`src/rtl/imsai_uart_pkg.sv`:
```
// Shared UART definitions for the IMSAI board (receiver, transmitter, divider).
package imsai_uart_pkg;

  // 50 MHz / 115200 baud
  localparam int UART_CLKS_PER_BIT_DEFAULT = 434;

  typedef enum logic [2:0] {
    IDLE,
    START,
    DATA,
    STOP,
    BREAK
  } uart_rx_state_t;

endpackage

```
`src/rtl/uart_rx_if.sv`:
```
// Holding-register handshake between the receiver and the S100 I/O logic.
interface uart_rx_if;
  logic [7:0] o_data;
  logic       o_data_valid;
  logic       i_data_rd;
  logic       o_frame_err;
  logic       o_overrun;
  logic       i_err_clr;

  modport master (
    output o_data, o_data_valid, o_frame_err, o_overrun,
    input  i_data_rd, i_err_clr
  );

  modport slave (
    input  o_data, o_data_valid, o_frame_err, o_overrun,
    output i_data_rd, i_err_clr
  );
endinterface

```
`src/rtl/sync_2ff.sv`:
```
// Two-flop synchronizer; resets to 1 so an idle-high line reads idle in reset.
module sync_2ff (
  input  logic i_clk,
  input  logic i_reset_n,
  input  logic i_d,
  output logic o_q
);
  logic [1:0] sync_q;

  // shift the asynchronous input through two flops
  always_ff @(posedge i_clk or negedge i_reset_n) begin
    if (!i_reset_n) sync_q <= 2'b11;
    else            sync_q <= {sync_q[0], i_d};
  end

  assign o_q = sync_q[1];
endmodule

```
`src/rtl/uart_rx.sv`:
```
// 8N1 serial receiver with one-byte holding register, framing and overrun flags.
module uart_rx
  import imsai_uart_pkg::*;
#(
  parameter int CLKS_PER_BIT = UART_CLKS_PER_BIT_DEFAULT
) (
  input  logic      i_clk,
  input  logic      i_reset_n,
  input  logic      i_uart_rx,
  uart_rx_if.master bus
);
  localparam int BW = $clog2(CLKS_PER_BIT);
  localparam logic [BW-1:0] BAUD_HALF = BW'(CLKS_PER_BIT / 2 - 1);
  localparam logic [BW-1:0] BAUD_FULL = BW'(CLKS_PER_BIT - 1);

  logic           rx_s;
  uart_rx_state_t state_q, state_d;
  logic [BW-1:0]  baud_q, baud_d;
  logic [2:0]     bit_q, bit_d;
  logic [7:0]     shift_q, shift_d;
  logic [7:0]     data_q, data_d;
  logic           valid_q, valid_d;
  logic           ferr_q, ferr_d;
  logic           ovr_q, ovr_d;
  logic           deliver, ferr_set;
  logic           baud_zero;

  sync_2ff u_sync (
    .i_clk     (i_clk),
    .i_reset_n (i_reset_n),
    .i_d       (i_uart_rx),
    .o_q       (rx_s)
  );

  assign baud_zero = (baud_q == '0);

  // state register
  always_ff @(posedge i_clk or negedge i_reset_n) begin
    if (!i_reset_n) state_q <= IDLE;
    else            state_q <= state_d;
  end

  // next-state: every decision is taken at a mid-bit sample point
  always_comb begin
    state_d = state_q;
    case (state_q)
      IDLE:    if (!rx_s) state_d = START;
      START:   if (baud_zero) state_d = rx_s ? IDLE : DATA;
      DATA:    if (baud_zero && bit_q == 3'd7) state_d = STOP;
      STOP:    if (baud_zero) state_d = rx_s ? IDLE : BREAK;
      BREAK:   if (rx_s) state_d = IDLE;
      default: state_d = IDLE;
    endcase
  end

  // FSM outputs: baud/bit counters, shifter, delivery and framing-error pulses
  always_comb begin
    baud_d   = baud_q;
    bit_d    = bit_q;
    shift_d  = shift_q;
    deliver  = 1'b0;
    ferr_set = 1'b0;
    case (state_q)
      IDLE: if (!rx_s) begin
        bit_d  = 3'd0;
        baud_d = BAUD_HALF;
      end
      START: begin
        if (!baud_zero)  baud_d = baud_q - BW'(1);
        else if (!rx_s)  baud_d = BAUD_FULL;
      end
      DATA: begin
        if (baud_zero) begin
          shift_d = {rx_s, shift_q[7:1]};
          bit_d   = bit_q + 3'd1;
          baud_d  = BAUD_FULL;
        end else begin
          baud_d = baud_q - BW'(1);
        end
      end
      STOP: begin
        if (baud_zero) begin
          deliver  = rx_s;
          ferr_set = ~rx_s;
        end else begin
          baud_d = baud_q - BW'(1);
        end
      end
      default: ;
    endcase
  end

  // holding register and sticky flags; delivery beats read, set beats clear
  always_comb begin
    data_d  = data_q;
    valid_d = valid_q & ~bus.i_data_rd;
    ferr_d  = (ferr_q & ~bus.i_err_clr) | ferr_set;
    ovr_d   = ovr_q & ~bus.i_err_clr;
    if (deliver) begin
      if (!valid_q || bus.i_data_rd) begin
        data_d  = shift_q;
        valid_d = 1'b1;
      end else begin
        ovr_d = 1'b1;
      end
    end
  end

  // datapath registers
  always_ff @(posedge i_clk or negedge i_reset_n) begin
    if (!i_reset_n) begin
      baud_q  <= '0;
      bit_q   <= '0;
      shift_q <= '0;
      data_q  <= '0;
      valid_q <= 1'b0;
      ferr_q  <= 1'b0;
      ovr_q   <= 1'b0;
    end else begin
      baud_q  <= baud_d;
      bit_q   <= bit_d;
      shift_q <= shift_d;
      data_q  <= data_d;
      valid_q <= valid_d;
      ferr_q  <= ferr_d;
      ovr_q   <= ovr_d;
    end
  end

  assign bus.o_data       = data_q;
  assign bus.o_data_valid = valid_q;
  assign bus.o_frame_err  = ferr_q;
  assign bus.o_overrun    = ovr_q;
endmodule

```
`src/flat_wrapper.sv`:
```
// flat-port wrapper written by rule: the top's interface ports become plain ports
module uart_rx_flat import imsai_uart_pkg::*;
#(
  parameter int CLKS_PER_BIT = UART_CLKS_PER_BIT_DEFAULT
)
  (i_clk, i_reset_n, i_uart_rx, bus_o_data, bus_o_data_valid, bus_o_frame_err, bus_o_overrun, bus_i_data_rd, bus_i_err_clr);
  uart_rx_if bus_i ();
  input  logic i_clk;
  input  logic i_reset_n;
  input  logic i_uart_rx;
  output wire logic [$bits(bus_i.o_data)-1:0] bus_o_data;
  output wire logic [$bits(bus_i.o_data_valid)-1:0] bus_o_data_valid;
  output wire logic [$bits(bus_i.o_frame_err)-1:0] bus_o_frame_err;
  output wire logic [$bits(bus_i.o_overrun)-1:0] bus_o_overrun;
  input wire logic [$bits(bus_i.i_data_rd)-1:0] bus_i_data_rd;
  input wire logic [$bits(bus_i.i_err_clr)-1:0] bus_i_err_clr;
  assign bus_o_data = bus_i.o_data;
  assign bus_o_data_valid = bus_i.o_data_valid;
  assign bus_o_frame_err = bus_i.o_frame_err;
  assign bus_o_overrun = bus_i.o_overrun;
  assign bus_i.i_data_rd = bus_i_data_rd;
  assign bus_i.i_err_clr = bus_i_err_clr;
  uart_rx #(.CLKS_PER_BIT(CLKS_PER_BIT)) u_core (.i_clk(i_clk), .i_reset_n(i_reset_n), .i_uart_rx(i_uart_rx), .bus(bus_i));
endmodule
```
`config.mk`:
```
export PLATFORM = sky130hd
export DESIGN_NAME = uart_rx_flat
export DESIGN_NICKNAME = d
export VERILOG_FILES = /design/src/rtl/imsai_uart_pkg.sv /design/src/rtl/uart_rx_if.sv /design/src/rtl/sync_2ff.sv /design/src/rtl/uart_rx.sv /design/src/flat_wrapper.sv
export SDC_FILE = /design/constraint.sdc
export NUM_CORES = 1
export LEC_CHECK = 0
export BUFFER_PORTS_ARGS = -buffer_cell sky130_fd_sc_hd__buf_2
export CORE_MARGIN = 1
export CORE_UTILIZATION = 52
export DETAILED_ROUTE_END_ITERATION = 10
export PLACE_DENSITY = 0.85
export REMOVE_ABC_BUFFERS = 1
export SLEW_MARGIN = 5
export SYNTH_ARGS = -nofsm -noshare
export SYNTH_HDL_FRONTEND = slang
export SYNTH_SLANG_ARGS = --single-unit
```
`constraint.sdc`:
```
create_clock -name i_clk -period 2.1 [get_ports i_clk]
set_clock_uncertainty 0.15 [all_clocks]
set_input_delay 0.63 -clock i_clk [delete_from_list [all_inputs] [get_ports i_clk]]
set_output_delay 0.63 -clock i_clk [all_outputs]
set_load 0.02 [all_outputs]
```
==> metrics.log, run 1 <==
[metrics] number of optimization iterations in the first detailed-route pass: 4
[metrics] library cell used as clock root buffer: clkbuf_4
[metrics] dominant combinational cell family by area after synthesis: compound AO/OA/AOI/OAI gates
[metrics] Mapped Avg Cell Area: 11.0 µm²
[metrics] Synth Area in Compound Gates: 0.172
[metrics] routability congestion estimate: 0.898
[metrics] worst hold slack: 0.162 ns
[metrics] classification of the worst setup path: reg2reg
[metrics] final setup fails: 11
[metrics] number of enable flip-flop cells after synthesis: 0
[metrics] Routed WL: 4340 µm
[metrics] PwrDens: 504 mW/mm²
[metrics] post-synthesis simple-gate area fraction: 0.140
[metrics] number of placed I/O pins: 16
[metrics] Warnings, synthesis: 0
[metrics] post-synthesis to final-layout area growth: 25.9%
[metrics] Final Critical Period: 2.17 ns
[metrics] cell types with the largest area share after synthesis: dfrtp_1, mux2_2, dfstp_2
[metrics] ANT nets after route: 0
[metrics] FF+latch count, synth: 36
[metrics] die area: 0.00372 mm²
[metrics] total number of nets in the final design: 215
[metrics] Post-Synth XOR/XNOR Area: 0.00484
[metrics] overall die height: 61.0 µm
[metrics] number of antenna violations at the first check in global routing: 0
[metrics] number of violations of the max-capacitance limit: 0
[metrics] number of levels in the clock H-tree: 2
[metrics] number of antenna repair diodes: 0
[metrics] adder-cell share of the synthesized area: 0.0276
[metrics] Leakage Power: 1.09 nW
[metrics] setup repair after global routing missed its margin: true
[metrics] class of the worst hold path: in2async
[metrics] portion of synthesized cell area occupied by the leading cell type: 0.470
[metrics] Tcrit/Tclk final: 1.03
[metrics] clock buffers created by TritonCTS: 5
[metrics] Tightest Pin Transition: 0.502 ns
[metrics] violated checks: setup timing
[metrics] top achievable clock speed: 461 MHz
[metrics] buffer depth of the longest clock path: 2
[metrics] routed vias/inst: 5.96
[metrics] arrival time of data at the critical path endpoint: 2.24 ns
[metrics] cell with the most instances after synthesis: dfrtp_1
[metrics] CTS tree: yes
[metrics] number of buffer cells added on primary ports: 15
[metrics] global-route wire length before repair: 6710 µm
[metrics] Seq/Total Area, Yosys: 0.499
[metrics] GRT overflow: 0
[metrics] Initial Utilization: 0.543
[metrics] Max transition margin: 0.665
[metrics] number of library cell types mapped by synthesis: 45
[metrics] Max VDD drop: 452 µV
[metrics] final max-slew violation count: 0
[metrics] share of layout cells above drive strength 1: 0.415
[metrics] via count of the first global-routing pass: 1455
[metrics] horizontal die dimension: 61.0 µm
[metrics] result of the run: complete, but fails checks
[metrics] synthesized area: 0.00181 mm²
[metrics] pin count of the biggest net entering global routing: 37
[metrics] proportion of synthesized area in mux cells: 0.111
[metrics] FP Rows: 21
[metrics] ranking of synthesized cells by instance count: dfrtp_1, mux2_2, inv_1
[metrics] Final WS setup: -0.0699 ns
[metrics] all-layer global routing usage: 0.253
[metrics] cells after synthesis: 164
[metrics] clock-pin slew reported for the worst setup and hold paths after clock tree synthesis: 0.11 ns
[metrics] Core Footprint: 0.00334 mm²
[metrics] total number of vias: 1507
[metrics] library cell occupying the most area in the post-synthesis netlist: dfrtp_1
[metrics] share of flip-flops with an asynchronous set or reset after synthesis: 1.00
[metrics] Post-DP HPWL: 3010 µm
[metrics] routed length per placed instance: 17.2 µm
[metrics] data required time at the worst endpoint: 2.17 ns
[metrics] Fill cells: 263
[metrics] iteration-0 DRC count of the detailed router: 119
[metrics] hold violation count in the final report: 0
[metrics] largest driver fanout on the critical path: 8
[metrics] source-to-sink clock delay at the later pin of the worst-skew pair: 0.34 ns
[metrics] Remaining DRCs: 0
[metrics] overall power consumption: 1.15 mW
[metrics] clock sinks: 36
[metrics] top_reg_cell synth: dfrtp_1
[metrics] Critical Path Source Type: flip-flop
[metrics] Crit. End Element: flip-flop
[path summary, 6_finish.rpt]
kind                                    startpoint                       to  slack (ns)  cells past startpoint
setup / recovery                  u_core.baud_q[0]        u_core.shift_q[7]       -0.07                      6
min in group i_clk         u_core.u_sync.sync_q[0]  u_core.u_sync.sync_q[1]        0.21                      0
hold reg to reg            u_core.u_sync.sync_q[0]  u_core.u_sync.sync_q[1]        0.21                      0
setup reg to reg                  u_core.baud_q[0]        u_core.shift_q[7]       -0.07                      6
max in group asynchronous                i_reset_n  u_core.u_sync.sync_q[0]        1.28                      2
hold / removal                           i_reset_n         u_core.baud_q[6]        0.16                      2
[cell families (layout without fill, tap and decap cells)]
logic type,Yosys count,after routing
fa+ha+maj,4,4
mux,18,18
simple gates,41,41
buf+inv,21,64
compound gates,43,43
xor+xnor,1,1
flops,36,36
[state kept, by name, indices dropped and copies added (netlist names)]
| signal | cells |
|---|---|
| u_core.bit_q | 3 |
| u_core.bus.o_overrun | 1 |
| u_core.u_sync.sync_q | 2 |
| u_core.bus.o_frame_err | 1 |
| u_core.baud_q | 9 |
| u_core.bus.o_data_valid | 1 |
| u_core.bus.o_data | 8 |
| u_core.shift_q | 8 |
| u_core.state_q | 3 |
[stage by stage]
stage	std cells	util	area [µm²]	setup WS (ns)	TNS (ns)
final	253	0.683	2280	-0.0699	-0.406
after global routing	253	0.683	2280	-0.138	-1.80
after CTS	250	0.661	2210	-0.145	-0.959
after detailed placement	240	0.629	2100	-0.181	-1.86
after global placement	240	0.629	2100	-0.0488	-0.386
after floorplan	155	-	1770	-0.0850	-1.02
[power breakdown]
group          internal [mW]  switching (mW)  leakage (nW)
Combinational        0.00621          0.0184         0.578
Clock                  0.197           0.228        0.0386
Sequential             0.696         0.00299         0.478
Total                  0.900           0.249          1.09
[critical path, stage by stage, from the launching register on]
cell,delay (ns)
dfrtp_1,0.41
inv_2,0.08
ha_4,0.12
or4b_4,0.49
nor4_4,0.32
nand2_4,0.15
mux2_4,0.33
[routing by layer]
| layer | part of all wire | GRT usage | wire, µm | up-vias |
|---|---|---|---|---|
| li1 | - | - | - | 697 |
| met1 | 0.41 | 0.303 | 1770 | 761 |
| met2 | 0.54 | 0.440 | 2330 | 40 |
| met3 | 0.037 | 0.0640 | 159 | 9 |
| met4 | 0.018 | 0.0974 | 79 | 0 |
| met5 | 0 | 0 | 0 | - |
[timing repair]
action,in CTS,in global routing
gates resized for setup,9,12
pin swaps,2,1
setup buffers,2,3
endpoints found under the setup margin,31,26
hold buffers,0,0
[cell type report]
type | instances | area [µm²] | share of cell area
Sequential cell | 36 | 903 | 0.396
Multi-Input combinational cell | 107 | 896 | 0.393
Timing Repair Buffer | 44 | 309 | 0.136
Clock buffer | 8 | 68.8 | 0.0302
Tap cell | 46 | 57.6 | 0.0252
Inverter | 12 | 45.0 | 0.0198
[cell usage in the layout (no fill, tap or decap), types with 4 or more instances in the layout]
master    synthesis  final
dfrtp_1          34     34
a21oi_1           5      5
nand2_1          10     10
buf_2             3     15
mux2_2           16     13
nor3_1            6      6
clkbuf_4          0      5
inv_1            12     10
o22ai_1           6      6
nor2_1            6      6
buf_4             0     27
a211oi_1          4      4
(Power assumes the default switching activity.)
==> inputs of run 2 (changes only) <==
--- a/config.mk
+++ b/config.mk
@@ -5,11 +5,12 @@
 export SDC_FILE = /design/constraint.sdc
 export NUM_CORES = 1
 export LEC_CHECK = 0
+export ABC_AREA = 1
 export BUFFER_PORTS_ARGS = -buffer_cell sky130_fd_sc_hd__buf_2
 export CORE_MARGIN = 1
-export CORE_UTILIZATION = 52
+export CORE_UTILIZATION = 53
 export DETAILED_ROUTE_END_ITERATION = 10
-export PLACE_DENSITY = 0.85
+export PLACE_DENSITY = 0.86
 export REMOVE_ABC_BUFFERS = 1
 export SLEW_MARGIN = 5
 export SYNTH_ARGS = -nofsm -noshare
==> run 2 against run 1 <==
  * The flow now finishes without violations
  * Setup slack gained 0.20 ns
  * Design area shrank 6.8%
  * Power grew 3.6%
  * Die area grew 2.0%
  * Flip-flop and latch count is the same
  * Largest power group unchanged
==> metrics.log, run 2 <==
[metrics] result of the run: complete, no violations
[metrics] routed length per placed instance: 12.3 µm (-28%)
[metrics] Core Footprint: 0.00336 mm² (+0.79%)
[metrics] area occupied by multi-input gates: 836 µm² (-6.7%)
[metrics] Leakage Power: 1.17 nW (+6.6%)
[metrics] post-synthesis to final-layout area growth: 12.8%
[metrics] Critical Path Source Type: flip-flop
[metrics] Final WS setup: 0.134 ns (+0.204 ns)
[metrics] PwrDens: 560 mW/mm² (+11%)
[metrics] share of flip-flops with an asynchronous set or reset after synthesis: 1.00 (unchanged)
[metrics] data required time at the worst endpoint: 2.18 ns (about the same)
[metrics] length in cells of the worst reg-to-reg path: 12 (+6)
[metrics] routed vias/inst: 5.19 (-13%)
[metrics] FF+latch count, synth: 36 (unchanged)
[metrics] Most Frequent Cell on Critical Path: nand2_1
[metrics] number of enable flip-flop cells after synthesis: 0 (unchanged)
[metrics] final max-slew violation count: 0 (unchanged)
[metrics] Tightest Pin Transition: 0.456 ns (-0.0459 ns)
[metrics] number of antenna violations at the first check in global routing: 0 (unchanged)
[metrics] Initial Utilization: 0.560 (+0.0177)
[metrics] pin count of the biggest net entering global routing: 37 (unchanged)
[metrics] Largest Register: u_core.baud_q
[metrics] global-route wire length before repair: 5750 µm (-14%)
[metrics] largest driver fanout on the critical path: 9 (+1)
[metrics] clock-pin slew reported for the worst setup and hold paths after clock tree synthesis: 0.11 ns (about the same)
[metrics] total number of nets in the final design: 260 (+21%)
[metrics] area taken by flip-flops and latches: 903 µm² (unchanged)
[metrics] reg2reg start: u_core.baud_q[1]
[metrics] clock sinks: 36 (unchanged)
[metrics] classification of the worst setup path: reg2reg
[metrics] FP Rows: 21 (unchanged)
[metrics] Max VDD drop: 349 µV (-23%)
[metrics] library cell used as clock root buffer: clkbuf_4
[metrics] capture instance of the worst register-to-register path: u_core.baud_q[0]
[metrics] Post-DP HPWL: 2700 µm (-11%)
[metrics] source-to-sink clock delay at the later pin of the worst-skew pair: 0.34 ns (about the same)
[metrics] number of optimization iterations in the first detailed-route pass: 4 (unchanged)
[metrics] final total negative setup slack: 0 ns (+0.406 ns)
[metrics] via count of the first global-routing pass: 1378 (-5.3%)
[metrics] buffer depth of the longest clock path: 2 (unchanged)
[metrics] CTS tree: yes
[metrics] cell types with the largest area share after synthesis: dfrtp_1, nand2_1, inv_1
[metrics] class of the worst hold path: in2async
[metrics] Warnings, synthesis: 0 (unchanged)
[metrics] library cell occupying the most area in the post-synthesis netlist: dfrtp_1
[metrics] horizontal die dimension: 61.6 µm (+1.0%)
[metrics] arrival time of data at the critical path endpoint: 2.04 ns (-0.20 ns)
[metrics] number of library cell types mapped by synthesis: 29 (-36%)
[metrics] Setup Slack @ Placement: 0.124 ns (+0.305 ns)
[metrics] number of placed I/O pins: 16 (unchanged)
[metrics] Fill cells: 286 (+8.7%)
[metrics] setup slack, reg-to-reg: 0.13 ns (+0.20 ns)
[metrics] Tcrit/Tclk final: 0.936 (-0.0970)
[metrics] top library cells by usage in the layout, fill and taps aside: nand2_1, dfrtp_1, inv_1
[metrics] all-layer global routing usage: 0.209 (-0.0444)
[metrics] largest incremental delay on the critical path: 0.40 ns (-0.09 ns)
[metrics] share of layout cells above drive strength 1: 0.230 (-0.185)
[metrics] GRT overflow: 0 (unchanged)
[metrics] top achievable clock speed: 509 MHz (+10%)
[metrics] number of antenna repair diodes: 0 (unchanged)
[metrics] cell with the most instances after synthesis: nand2_1
[metrics] setup repair after global routing missed its margin: false
[metrics] hold violation count in the final report: 0 (unchanged)
[metrics] clock buffers created by TritonCTS: 5 (unchanged)
[metrics] iteration-0 DRC count of the detailed router: 73 (-39%)
[metrics] Mapped Avg Cell Area: 8.34 µm² (-24%)
[metrics] Seq/Total Area, Yosys: 0.479 (-0.0195)
[metrics] Remaining DRCs: 0 (unchanged)
[metrics] final setup fails: 0 (-11)
[metrics] die area: 0.00380 mm² (+2.0%)
[metrics] ANT nets after route: 0 (unchanged)
[metrics] ranking of synthesized cells by instance count: nand2_1, dfrtp_1, inv_1
[metrics] worst hold slack: 0.149 ns (-0.0124 ns)
[metrics] Final Critical Period: 1.97 ns (-0.204 ns)
[metrics] number of buffer cells added on primary ports: 15 (unchanged)
[metrics] most common cell after layout, fill and taps aside: nand2_1
[metrics] cells after synthesis: 226 (+38%)
[metrics] number of levels in the clock H-tree: 2 (unchanged)
[metrics] worst path cell trace: inv_1 > ha_1 > inv_1 > nor2_2 > nand2_4 > nor2_8 > nand2_1 > nand2_1 > nor2_2 > buf_4 > nand2_1 > o21ai_2
[metrics] number of violations of the max-capacitance limit: 0 (unchanged)
[metrics] routability congestion estimate: 0.921 (+2.5%)
[metrics] Routed WL: 3670 µm (-16%)
[metrics] Max transition margin: 0.693 (+0.0274)
[metrics] total number of vias: 1546 (+2.6%)
[metrics] Largest register FFs: 9 (unchanged)
[metrics] synthesized area: 0.00188 mm² (+4.1%)
[metrics] portion of synthesized cell area occupied by the leading cell type: 0.452 (-0.0184)
[metrics] Crit. End Element: flip-flop
[metrics] cell with the largest stage delay on the worst path: dfrtp_1
[metrics] overall die height: 61.6 µm (+1.0%)
[metrics] top_reg_cell synth: dfrtp_1
-- run 2: cell types whose count changed after synthesis, moves of 4 or more --
cell,previous run,this run
nor2_1,6,22
o21ai_2,1,10
inv_1,12,29
clkbuf_1,6,0
nand3_1,3,19
mux2_2,16,0
nand2_1,10,59
nor2_2,0,4
a221oi_1,4,0
nor3_1,6,0
a211oi_1,4,0
o21ai_1,0,8
-- run 2: stage by stage --
step,util,std cells,total power [mW],area [µm²]
floorplan,-,223,0.714,1860
global placement,0.603,289,0.734,2030
detailed placement,0.603,289,0.734,2030
CTS,0.625,297,1.21,2100
global route,0.632,298,1.23,2130
finish,0.632,298,1.19,2130
-- run 2: kinds of logic (layout without fill, tap and decap cells) --
kind of cell               count (synthesis)  in the layout  synth area share
AOI/OAI and AO/OA                         32             32             0.108
xor gates and xnor gates                   1              1           0.00465
adders and majority gates                  4              4            0.0266
buffers and inverters                     35             61            0.0783
DFF                                       36             36             0.479
and+or+nand+nor                          118            118             0.303
-- run 2: worst max-delay path by stage --
stage | from | endpoint | slack (ns) | cells after the start
finish | u_core.baud_q[1] | u_core.baud_q[0] | 0.13 | 12
detailed placement | u_core.baud_q[1] | u_core.bus.o_data[1] | 0.12 | 9
global placement | u_core.baud_q[1] | u_core.baud_q[0] | 0.24 | 12
CTS | u_core.baud_q[1] | u_core.bus.o_data[1] | 0.08 | 9
floorplan | u_core.baud_q[0] | u_core.baud_q[5] | 0.22 | 12
global route | u_core.baud_q[1] | u_core.baud_q[0] | 0.03 | 12
-- run 2: power by group --
group | switching [mW] | internal [mW] | total (mW) | leakage [nW]
Clock | 0.221 | 0.249 | 0.470 | 0.0422
Sequential | 0.00259 | 0.696 | 0.699 | 0.478
Combinational | 0.0160 | 0.00440 | 0.0204 | 0.646
Total | 0.239 | 0.950 | 1.19 | 1.17
-- run 2: metal layers --
layer	up-vias	wire [µm]	GRT usage	share of wire
met5	-	0	0	0
li1	772	-	-	-
met3	11	143	0.0315	0.039
met2	40	1850	0.332	0.50
met1	723	1580	0.274	0.43
met4	0	96	0.114	0.026
-- run 2: timing repair --
item | CTS | global route
hold buffers | 0 | 0
setup buffers | 0 | 1
resized for setup | 0 | 1
setup endpoints to repair | 0 | 7
-- run 2: final cells by class --
class,count,area share
clock buffers,6,0.0194
clock inverters,2,0.0165
inverters,32,0.0565
multi-input cells,155,0.393
flip-flops and latches,36,0.425
well taps,46,0.0271
repair buffers,21,0.0624
-- run 2: worst max-delay path: cells and delay by family, from the launching register on --
family	cells	cell delay, ns
and+or+nand+nor	7	0.73
adders and majority gates	1	0.18
buffers and inverters	3	0.34
AOI/OAI and AO/OA	1	0.06
DFF	1	0.40
==> inputs of run 3 (changes only) <==
--- a/config.mk
+++ b/config.mk
@@ -8,9 +8,11 @@
 export ABC_AREA = 1
 export BUFFER_PORTS_ARGS = -buffer_cell sky130_fd_sc_hd__buf_2
 export CORE_MARGIN = 1
-export CORE_UTILIZATION = 53
+export CORE_UTILIZATION = 55
+export CTS_BUF_LIST = sky130_fd_sc_hd__clkbuf_8
+export CTS_CLUSTER_DIAMETER = 50
 export DETAILED_ROUTE_END_ITERATION = 10
-export PLACE_DENSITY = 0.86
+export PLACE_DENSITY = 0.88
 export REMOVE_ABC_BUFFERS = 1
 export SLEW_MARGIN = 5
 export SYNTH_ARGS = -nofsm -noshare
==> run 3 against run 2 <==
  * Design area about the same
  * Clock power increased by 4.5%
  * Global-route usage increased by 2.3 points
  * Setup slack improved by 0.019 ns
  * Register-to-register slack improved by 0.02 ns
  * Largest cell class unchanged
  * Routed wire length increased by 2.5%
  * Cell count decreased by 1.0%
  * Worst hold slack improved by 0.051 ns
  * Non-clock buffer count decreased by 1
==> metrics.log, run 3 (synthesis results as in run 2) <==
[metrics] result of the run: complete, no violations
[metrics] number of placed I/O pins: 16 (unchanged)
[metrics] Setup Slack @ Placement: 0.132 ns (+0.00844 ns)
[metrics] number of buffer cells added on primary ports: 15 (unchanged)
[metrics] routability congestion estimate: 0.866 (-6.0%)
[metrics] total number of vias: 1552 (+0.39%)
[metrics] ANT nets after route: 0 (unchanged)
[metrics] setup slack, reg-to-reg: 0.15 ns (+0.02 ns)
[metrics] highest metal used: met4
[metrics] clock-pin slew reported for the worst setup and hold paths after clock tree synthesis: 0.08 ns (-0.03 ns)
[metrics] Post-DP HPWL: 2630 µm (-2.4%)
[metrics] PwrDens: 570 mW/mm² (+1.8%)
[metrics] clock buffers created by TritonCTS: 5 (unchanged)
[metrics] Tcrit/Tclk final: 0.927 (-0.00917)
[metrics] Critical Path Source Type: flip-flop
[metrics] total number of nets in the final design: 259 (-0.38%)
[metrics] Largest register FFs: 9 (unchanged)
[metrics] met3 WL post-DR: 164 µm (+15%)
[metrics] library cell used as clock root buffer: clkbuf_8
[metrics] largest incremental delay on the critical path: 0.41 ns (about the same)
[metrics] Routed WL: 3760 µm (+2.5%)
[metrics] routed vias/inst: 5.26 (+1.4%)
[metrics] clock sinks: 36 (unchanged)
[metrics] Initial Utilization: 0.598 (+0.0374)
[metrics] top achievable clock speed: 514 MHz (+0.99%)
[metrics] CTS tree: yes
[metrics] final setup fails: 0 (unchanged)
[metrics] Largest Register: u_core.baud_q
[metrics] number of violations of the max-capacitance limit: 0 (unchanged)
[metrics] worst path cell trace: inv_1 > ha_1 > inv_1 > nor2_1 > nand2_4 > nor2_8 > nand3_2 > clkinv_1 > nor2_2 > buf_4 > nor2_1 > nor2_1
[metrics] cell with the largest stage delay on the worst path: dfrtp_1
[metrics] amount of wire on met2 after detailed routing: 1720 µm (-7.0%)
[metrics] die area: 0.00366 mm² (-3.5%)
[metrics] buffer depth of the longest clock path: 2 (unchanged)
[metrics] Final WS setup: 0.153 ns (+0.0193 ns)
[metrics] most common cell after layout, fill and taps aside: nand2_1
[metrics] horizontal die dimension: 60.5 µm (-1.8%)
[metrics] Leakage Power: 1.17 nW (about the same)
[metrics] global-route wire length before repair: 6060 µm (+5.4%)
[metrics] utilization after layout: 0.674 (+0.0417)
[metrics] final total negative setup slack: 0 ns (unchanged)
[metrics] largest driver fanout on the critical path: 9 (unchanged)
[metrics] number of levels in the clock H-tree: 2 (unchanged)
[metrics] pin count of the biggest net entering global routing: 37 (unchanged)
[metrics] via count of the first global-routing pass: 1355 (-1.7%)
[metrics] post-synthesis to final-layout area growth: 12.7% (about the same)
[metrics] all-layer global routing usage: 0.232 (+0.0229)
[metrics] FP Rows: 20 (-4.8%)
[metrics] Final Critical Period: 1.95 ns (-0.0193 ns)
[metrics] number of antenna repair diodes: 0 (unchanged)
[metrics] GRT overflow: 0 (unchanged)
[metrics] arrival time of data at the critical path endpoint: 1.99 ns (-0.05 ns)
[metrics] share of layout cells above drive strength 1: 0.231 (+0.000917)
[metrics] top library cells by usage in the layout, fill and taps aside: nand2_1, dfrtp_1, inv_1
[metrics] Tightest Pin Transition: 0.446 ns (-0.00971 ns)
[metrics] Max VDD drop: 578 µV (+66%)
[metrics] Remaining DRCs: 0 (unchanged)
[metrics] source-to-sink clock delay at the later pin of the worst-skew pair: 0.30 ns (-0.04 ns)
[metrics] setup repair after global routing missed its margin: false
[metrics] classification of the worst setup path: reg2reg
[metrics] Max transition margin: 0.702 (+0.00969)
[metrics] data required time at the worst endpoint: 2.14 ns (-0.04 ns)
[metrics] number of antenna violations at the first check in global routing: 0 (unchanged)
[metrics] routed length per placed instance: 12.7 µm (+3.5%)
[metrics] Met1 Routed Length: 1800 µm (+14%)
[metrics] iteration-0 DRC count of the detailed router: 121 (+66%)
[metrics] class of the worst hold path: in2async
[metrics] Fill cells: 251 (-12%)
[metrics] Most Frequent Cell on Critical Path: nor2_1
[metrics] overall die height: 60.5 µm (-1.8%)
[metrics] Core Footprint: 0.00315 mm² (-6.3%)
[metrics] number of optimization iterations in the first detailed-route pass: 4 (unchanged)
[metrics] worst hold slack: 0.201 ns (+0.0512 ns)
[metrics] Crit. End Element: flip-flop
[metrics] final max-slew violation count: 0 (unchanged)
[metrics] hold violation count in the final report: 0 (unchanged)
## run 3: cell types whose count changed in the layout (fill, tap and decap cells not counted), sizes merged
cell    previous run  this run
clkinv             2         4
buf               21        20
bufinv             1         0
clkbuf             6         5
## run 3: what timing repair did
item                       in CTS  in global routing
hold buffers                    0                  0
setup endpoints to repair       0                  9
buffers inserted                0                  1
resized for setup               0                  1
## run 3: critical path: cells and delay by family (launching register included)
family | cells | cell delay, ns
AND/OR/NAND/NOR | 7 | 0.69
adder cells (fa/ha/maj) | 1 | 0.18
buffers and inverters | 4 | 0.41
flip-flops | 1 | 0.41
## run 3: per-layer routing
metal / track usage / vias up
met5: 0 / -
met4: 0.0974 / 0
met3: 0.0640 / 9
met2: 0.363 / 40
met1: 0.306 / 736
li1: - / 767
## run 3: worst paths after layout
| kind | depth (start not counted) | start | to |
|---|---|---|---|
| worst max-delay path | 12 | u_core.baud_q[1] | u_core.baud_q[3] |
| worst min-delay path | 2 | i_reset_n | u_core.bus.o_overrun |
| worst max register to register | 12 | u_core.baud_q[1] | u_core.baud_q[3] |
| worst min register to register | 0 | u_core.u_sync.sync_q[0] | u_core.u_sync.sync_q[1] |
| max in group asynchronous | 2 | i_reset_n | u_core.u_sync.sync_q[0] |
| min in group i_clk | 0 | u_core.u_sync.sync_q[0] | u_core.u_sync.sync_q[1] |
## run 3: metrics by stage
stage                     total power [mW]  cells  cell area [µm²]
after CTS                             1.22    294             2100
after floorplan                      0.714    223             1860
final                                 1.21    295             2120
after global placement               0.733    286             2020
after detailed placement             0.734    286             2020
after global routing                  1.25    295             2120
## run 3: where the power goes
| part | switching, mW | total (mW) | internal [mW] |
|---|---|---|---|
| Sequential | 0.00264 | 0.699 | 0.696 |
| Combinational | 0.0161 | 0.0206 | 0.00441 |
| Clock | 0.260 | 0.491 | 0.231 |
## run 3: cell type report
type                            count  area (µm²)  share of cell area
Sequential cell                    36         903               0.425
Multi-Input combinational cell    155         833               0.392
Timing Repair Buffer               20         125              0.0589
Inverter                           32         120              0.0565
Clock buffer                        5        68.8              0.0324
Tap cell                           44        55.1              0.0259
Clock inverter                      3        18.8             0.00883
